<file path="config.mk">
export PLATFORM = sky130hd
export DESIGN_NAME = uart_tx_buffered
export DESIGN_NICKNAME = d
export VERILOG_FILES = /design/src/rtl/uart_tx_buffered.sv
export SDC_FILE = /design/constraint.sdc
export NUM_CORES = 1
export LEC_CHECK = 0
export ABC_AREA = 1
export CAP_MARGIN = 25
export CORE_UTILIZATION = 55
export CTS_CLUSTER_DIAMETER = 40
export DETAILED_ROUTE_END_ITERATION = 16
export GPL_TIMING_DRIVEN = 0
export PLACE_DENSITY = 0.78
export SKIP_LAST_GASP = 1
export SLEW_MARGIN = 20
export SYNTH_ARGS = -nofsm -noshare
export SYNTH_HDL_FRONTEND = slang
export SYNTH_SLANG_ARGS = --single-unit
</file>
<file path="constraint.sdc">
create_clock -name clk -period 6.45 [get_ports clk]
set_clock_uncertainty 0.2 [all_clocks]
set_input_delay 1.29 -clock clk [delete_from_list [all_inputs] [get_ports clk]]
set_output_delay 1.29 -clock clk [all_outputs]
set_load 0.02 [all_outputs]
</file>
<file path="src/rtl/uart_tx_buffered.sv">
// Buffered 8N1 UART transmitter: host writes land in a circular FIFO and are
// serialized on tx back-to-back, with no idle gap between queued frames.
module uart_tx_buffered #(
    parameter int CLOCK_DIVIDE = 1302,
    parameter int FIFO_AW      = 4
) (
    input  logic               clk,
    input  logic               rst,
    input  logic               transmit,
    input  logic [7:0]         tx_byte,
    output logic               tx,
    output logic               is_transmitting,
    output logic               fifo_full,
    output logic [FIFO_AW:0]   fifo_count,
    output logic               overflow
);

    localparam int               DEPTH      = 2 ** FIFO_AW;
    localparam logic [15:0]      DIV_LAST   = 16'(CLOCK_DIVIDE - 1);
    localparam logic [FIFO_AW:0] COUNT_FULL = (FIFO_AW + 1)'(DEPTH);

    typedef enum logic [1:0] {IDLE, START, DATA, STOP} state_t;

    logic [7:0]       mem [DEPTH];
    logic [FIFO_AW:0] wr_ptr, rd_ptr, count;
    logic             empty, push, pop;

    state_t      state, state_next;
    logic [15:0] div_cnt, div_next;
    logic [2:0]  bit_cnt, bit_next;
    logic [7:0]  shift, shift_next;
    logic        tx_next;
    logic        div_end;

    // Pointers carry one extra bit so that full and empty stay distinguishable.
    assign count      = wr_ptr - rd_ptr;
    assign fifo_count = count;
    assign fifo_full  = (count == COUNT_FULL);
    assign empty      = (count == '0);
    assign push       = transmit && !fifo_full;
    assign div_end    = (div_cnt == DIV_LAST);

    always_ff @(posedge clk) begin
        if (push && !rst) begin
            mem[wr_ptr[FIFO_AW-1:0]] <= tx_byte;
        end
    end

    always_ff @(posedge clk) begin
        if (rst) begin
            wr_ptr   <= '0;
            rd_ptr   <= '0;
            overflow <= 1'b0;
        end else begin
            if (push) begin
                wr_ptr <= wr_ptr + 1'b1;
            end
            if (pop) begin
                rd_ptr <= rd_ptr + 1'b1;
            end
            overflow <= transmit && fifo_full;
        end
    end

    always_ff @(posedge clk) begin
        if (rst) begin
            state           <= IDLE;
            div_cnt         <= '0;
            bit_cnt         <= '0;
            shift           <= '0;
            tx              <= 1'b1;
            is_transmitting <= 1'b0;
        end else begin
            state           <= state_next;
            div_cnt         <= div_next;
            bit_cnt         <= bit_next;
            shift           <= shift_next;
            tx              <= tx_next;
            is_transmitting <= (state_next != IDLE);
        end
    end

    // The shift register moves right as each data bit is launched, so the
    // next bit to send is always shift[0].
    always_comb begin
        state_next = state;
        div_next   = div_cnt;
        bit_next   = bit_cnt;
        shift_next = shift;
        tx_next    = tx;
        pop        = 1'b0;
        case (state)
            IDLE: begin
                tx_next = 1'b1;
                if (!empty) begin
                    pop        = 1'b1;
                    shift_next = mem[rd_ptr[FIFO_AW-1:0]];
                    tx_next    = 1'b0;
                    div_next   = '0;
                    state_next = START;
                end
            end
            START: begin
                if (div_end) begin
                    div_next   = '0;
                    tx_next    = shift[0];
                    shift_next = {1'b0, shift[7:1]};
                    bit_next   = '0;
                    state_next = DATA;
                end else begin
                    div_next = div_cnt + 16'd1;
                end
            end
            DATA: begin
                if (div_end) begin
                    div_next = '0;
                    if (bit_cnt == 3'd7) begin
                        tx_next    = 1'b1;
                        state_next = STOP;
                    end else begin
                        tx_next    = shift[0];
                        shift_next = {1'b0, shift[7:1]};
                        bit_next   = bit_cnt + 3'd1;
                    end
                end else begin
                    div_next = div_cnt + 16'd1;
                end
            end
            STOP: begin
                if (div_end) begin
                    div_next = '0;
                    if (!empty) begin
                        pop        = 1'b1;
                        shift_next = mem[rd_ptr[FIFO_AW-1:0]];
                        tx_next    = 1'b0;
                        state_next = START;
                    end else begin
                        tx_next    = 1'b1;
                        state_next = IDLE;
                    end
                end else begin
                    div_next = div_cnt + 16'd1;
                end
            end
            default: begin
                state_next = IDLE;
                tx_next    = 1'b1;
            end
        endcase
    end

endmodule

</file>
## Yosys cells after proc, flatten, opt, wreduce, memory -nomap -nowiden

Memories as Yosys holds them, arrays and structs flattened. A register that Yosys moved wholly into a read port is not among the register bits.
Index checks and enable logic that the tools add are counted.

- RAM bits: 128
- Flip-flop bits (word level): 42
- Memories kept: 1

- Eq/ne operators: 11
- Add/subtract/negate cells: 5
- Mux-type cells: 33
- Reductions and logical operators: 13

Memory list:

| name | words | bits a word | read ports | clocked after Yosys merged registers in | wr ports | RTL line | source |
|---|---|---|---|---|---|---|---|
| mem | 16 | 8 | 1 | 1 | 1 | 24 | `logic [7:0] mem [DEPTH];` |

Operators with widths:

| cell | count |
|---|---|
| $mux W8 | 5 |
| $mux W16 | 2 |
| $pmux W16 S2 | 1 |
| $pmux W8 S4 | 1 |
| $add A16 B1 Y16 const B | 1 |
| $eq A16 B11 Y1 const B | 1 |
| $add A5 B1 Y5 const B | 2 |
| $mux W1 | 10 |
| $mux W2 | 5 |
| $ne A2 B2 Y1 const B | 5 |
| $mux W3 | 3 |
| $mux W4 | 2 |
| $pmux W2 S4 | 1 |
| $reduce_and A4 Y1 | 2 |
| $pmux W3 S2 | 1 |
| $eq A5 B5 Y1 const B | 1 |
| $logic_not A5 Y1 | 1 |
| $sub A5 B5 Y5 | 1 |
| $eq A2 B2 Y1 const B | 2 |
| $pmux W1 S4 | 1 |
| $reduce_bool A2 Y1 | 2 |
| $add A3 B1 Y3 const B | 1 |
| $eq A3 B3 Y1 const B | 1 |
| $logic_and A1 B1 Y1 | 3 |
| other kinds (6) | 7 |

## Longest topological paths before layout

- Depth in word-level cells: 7
- Gate-level depth with buffers: 16
- Depth with buffers taken out: 15

## Least setup slack after synthesis

OpenSTA, ideal clock, no wires.

- Path type: flip-flop to output port
- Start point: reg wr_ptr[0]
- End point: out fifo_full
- Required time: 4960 ps
- Path buffers: 0
- Arrival time: 1920 ps
- Path slack: 3040 ps
- Stages on the path, launching flop included: 9
- Cells stage by stage: dfxtp_1 inv_1 ha_1 inv_1 fa_1 or2_4 nor2_4 nand3_2 inv_1

- Word-level cells in the longest chain between the ends: 2

Ends and longest elaborated chain:

| what | RTL line | source |
|---|---|---|
| from (decl) | 25 | `logic [FIFO_AW:0] wr_ptr, rd_ptr, count;` |
| from (signal assigned) | 56 | `wr_ptr <= wr_ptr + 1'b1;` |
| $sub A5 B5 Y5 | 36 | `assign count = wr_ptr - rd_ptr;` |
| named net fifo_count[1] | 14 | `output logic [FIFO_AW:0] fifo_count,` |
| $eq A5 B5 Y1 | 38 | `assign fifo_full = (count == COUNT_FULL);` |
| to (decl) | 13 | `output logic fifo_full,` |

The timed path passes the listed nets, and every way through them passes these cells.

## Final worst setup path

- Start point: reg wr_ptr[0]
- End point: out fifo_full

- Word-level cells in the longest chain between the ends: 2

Ends and longest elaborated chain:

| what | RTL line |
|---|---|
| $sub A5 B5 Y5 | 36 |
| $eq A5 B5 Y1 | 38 |

Every way passes these cells.

==> impl_metrics.tcl <==
set metrics [dict create \
    antenna_cells 0 \
    crit_top_cell "inv_1" \
    crit_start "wr_ptr[0]" \
    drive_gt1_share_pct 8.71 \
    reg2reg_to "mem[14][4]" \
    path_max_fanout 5 \
    finalSetupTns_ns 0 \
    first_iter_violations 684 \
    worst-r2r-cell-count 13 \
    p_int_mw 2.23 \
    synth_top_family_by_area "simple AND/OR/NAND/NOR gates" \
    core_sq_um 14500 \
    via_per_inst 5.51 \
    dr.pass1.iters 5 \
    ys_seq_area_share_pct 58.5 \
    gp_congestion 0.969 \
    path_class "flip-flop to output port" \
    grt_max_degree 19 \
    fin_crit_sh_pct 67.4 \
    critPathSlowestCell "clkdlybuf4s50_1" \
    ys_warn_count 0 \
    crit_end "fifo_full" \
    grt.overflow.total 0 \
    die_y_um 124 \
    syn_avg_cell_area_sq_um 9.03 \
    vias 6267 \
    place_hpwl_mm 12.8 \
    area_delta_synth_final_pct 12.7 \
    drv_slew 0 \
    synth_xor_area_share_pct 0.753 \
    netSwitchingFraction_pct 37.3 \
    p_clk_share_pct 29.9 \
    syn-instance-count 902 \
    worstPathArrival_ns 2.86 \
    synthMuxAreaShare_pct 0 \
    ir_drop_uv 269 \
    pwr_density_cell_nw_per_um2 387 \
    yosysUniqueCellTypes 37 \
    seqPwrFrac_pct 36.5 \
    synth-compound-area-share_pct 4.78 \
    nets 970 \
    max_stage_delay_ns 0.59 \
    drv_cap 0 \
    p_total_mw 3.56 \
    post-route-min-period_ns 4.35 \
    r2r-start "wr_ptr[0]" \
    cts_buffer_depth 2 \
    fp-row-count 44 \
    max-slew-margin-rel_pct 41.4 \
    clock.fmax_mhz 230 \
    leakage_nw 3.75 \
    fp.dieW_um 124 \
    htreeDepth 4 \
    crit_buf_inv 4 \
    grt_pass1_wl_mm 30.0 \
    port_buffers 19 \
    power.switching_mw 1.33 \
    synth_fa_ha_area_share_pct 3.01 \
    synth_simple_gate_area_share_pct 26.9 \
    clk_pin_slew_ns 0.07 \
    crit_required_ns 4.96 \
    route.detailed.drc 0 \
    cts_resized 0 \
    start_util_pct 56.2 \
    syn-num-nets 932 \
    hp-class "flip-flop to flip-flop" \
    grt_usage_pct 27.0 \
    status "finished clean" \
    die_area_sq_um 15300 \
    routedWlPerCell_um 16.8 \
    grt_pass1_vias 5883 \
    crit_path_start_kind "flip-flop" \
    r2r_slack_ns 3.09 \
    drtAntennaViolNets 0 \
    endpoint_kind "output port" \
    setup_viol 0 \
    clk_latency_ns 0.44 \
    cts_sinks 174 \
    cp.depth 9 \
    antenna_found_initial 0 \
    holdBufCountCts 0 \
    cts_tree "yes" \
    rsz0062_at_grt "false" \
    cts_setup_buffers 0 \
    ios 20 \
    cp_top_family "buffers and inverters" \
    tightest_slew_ns 0.876 \
    crit_chain "inv_1 -> ha_1 -> inv_1 -> fa_1 -> or2_4 -> nor2_4 -> nand3_2 -> inv_1 -> clkdlybuf4s50_1" \
    synth_seq_cells 174 \
    drt_wl_total_mm 19.1 \
    cts-root-buf "clkbuf_16" \
    syn_area_sq_um 8140 \
    final_hold_viol_count 0 \
    p_comb_share_pct 33.6 \
    cts_made_buffers 17 \
]
-- metal layers --
layer | routed length (um) | up-vias | global-route usage (%)
li1 | - | 3026 | -
met1 | 7650 | 2898 | 35.9
met2 | 9160 | 310 | 43.6
met3 | 1910 | 33 | 5.72
met4 | 415 | 0 | 10.2
met5 | 0 | - | 0
-- cell families after synthesis --
logic type | after synthesis
xor gates and xnor gates | 7
adders and majority gates | 19
buffers and inverters | 120
and+or+nand+nor | 507
DFF | 174
AOI/OAI and AO/OA | 75
-- tightest hold or removal path: stages, from the launching register on --
cell,delay [ns]
dfxtp_1,0.32
nand2_1,0.06
a21oi_1,0.05
-- layout by cell type, fill, tap and decap left out, types with 2 or more instances in the layout --
cell type	n
o21ai_0	38
clkbuf_1	16
buf_6	3
nor2_1	87
nor2_4	5
and2_1	2
ha_1	18
nand4_2	2
clkdlybuf4s50_1	19
nand3_1	94
inv_2	3
nor2_2	5
nand3_2	3
inv_8	3
a21oi_1	32
buf_1	3
xor2_1	4
nand2_2	11
clkinv_8	2
nand2_1	285
buf_2	11
inv_6	6
or2_4	2
nand4_1	2
or2_2	2
o21bai_1	2
nor3_1	3
edfxtp_1	128
dfxtp_1	46
clkbuf_16	17
bufinv_16	2
inv_1	82
xnor2_1	3
-- stage by stage --
stage                     setup WS, ns  cells  hold slack, ns  utilization [%]  cell area [sq um]
after floorplan                   3.04    902           0.252                -               8140
after global placement            2.58   1105           0.263             59.2               8560
after detailed placement          2.56   1105           0.274             59.2               8560
after CTS                         2.08   1137           0.283             63.4               9180
after global routing              1.98   1137           0.298             63.4               9180
final                             2.10   1137           0.281             63.4               9180
-- registers in the layout (all words and copies together) (netlist names), named ones only --
| register | flops |
|---|---|
| bit_cnt | 3 |
| rd_ptr | 5 |
| overflow | 1 |
| tx | 1 |
| div_cnt | 16 |
| mem | 128 |
| state | 2 |
| wr_ptr | 5 |
| is_transmitting | 1 |
| shift | 8 |
-- cell type report --
cell class              count  area [sq um]
flip-flops and latches    174          4760
multi-input cells         608          2890
plain buffers              34           168
inverters                  86           323
clock buffers              17           425
clock inverters            15           191
well taps                 184           230
repair buffers             19           190
fillers                  1167          5300
-- cells in the mapped netlist --
library cell | count | share of area, %
buf_4 | 1 | 0.092
xor2_1 | 4 | 0.43
nor2_4 | 5 | 0.69
nand3_2 | 3 | 0.37
edfxtp_1 | 128 | 47
o21bai_1 | 2 | 0.18
clkbuf_1 | 16 | 0.74
nor2_1 | 87 | 4.0
buf_2 | 11 | 0.68
nand4_2 | 2 | 0.31
buf_1 | 3 | 0.14
ha_1 | 18 | 2.8
clkinv_1 | 1 | 0.046
or2_2 | 2 | 0.15
nand3_1 | 94 | 5.8
inv_1 | 82 | 3.8
nand3b_4 | 1 | 0.25
nor2b_1 | 1 | 0.077
fa_1 | 1 | 0.25
nor2_2 | 5 | 0.38
and2_1 | 2 | 0.15
or2_4 | 2 | 0.22
buf_6 | 3 | 0.41
o211ai_1 | 1 | 0.092
nand4_1 | 2 | 0.15
nand2_4 | 1 | 0.14
nand2_1 | 285 | 13
dfxtp_1 | 46 | 11
nand3b_1 | 1 | 0.092
nand2_2 | 11 | 0.85
nor3_1 | 3 | 0.18
inv_2 | 3 | 0.14
o21ai_0 | 38 | 2.3
xnor2_1 | 3 | 0.32
o21ai_2 | 1 | 0.11
a21o_1 | 1 | 0.092
a21oi_1 | 32 | 2.0
-- worst min-delay path by stage --
stage	start	end	slack, ns	cells after the start
6_report	div_cnt[8]	div_cnt[8]	0.28	2
2_1_floorplan	div_cnt[8]	div_cnt[8]	0.25	2
5_1_grt	div_cnt[8]	div_cnt[8]	0.30	2
3_5_place_dp	div_cnt[8]	div_cnt[8]	0.27	2
4_1_cts	div_cnt[8]	div_cnt[8]	0.28	2
3_3_place_gp	div_cnt[8]	div_cnt[8]	0.26	2
-- power by group through the flow --
stage | clock (mW) | combinational [mW] | sequential (mW)
2_1_floorplan | 0 | 0.796 | 1.32
3_3_place_gp | 0 | 1.14 | 1.32
3_5_place_dp | 0 | 1.17 | 1.32
4_1_cts | 1.07 | 1.18 | 1.30
5_1_grt | 1.12 | 1.31 | 1.31
6_report | 1.06 | 1.19 | 1.30
No activity file was read; power rests on OpenSTA's default activity.
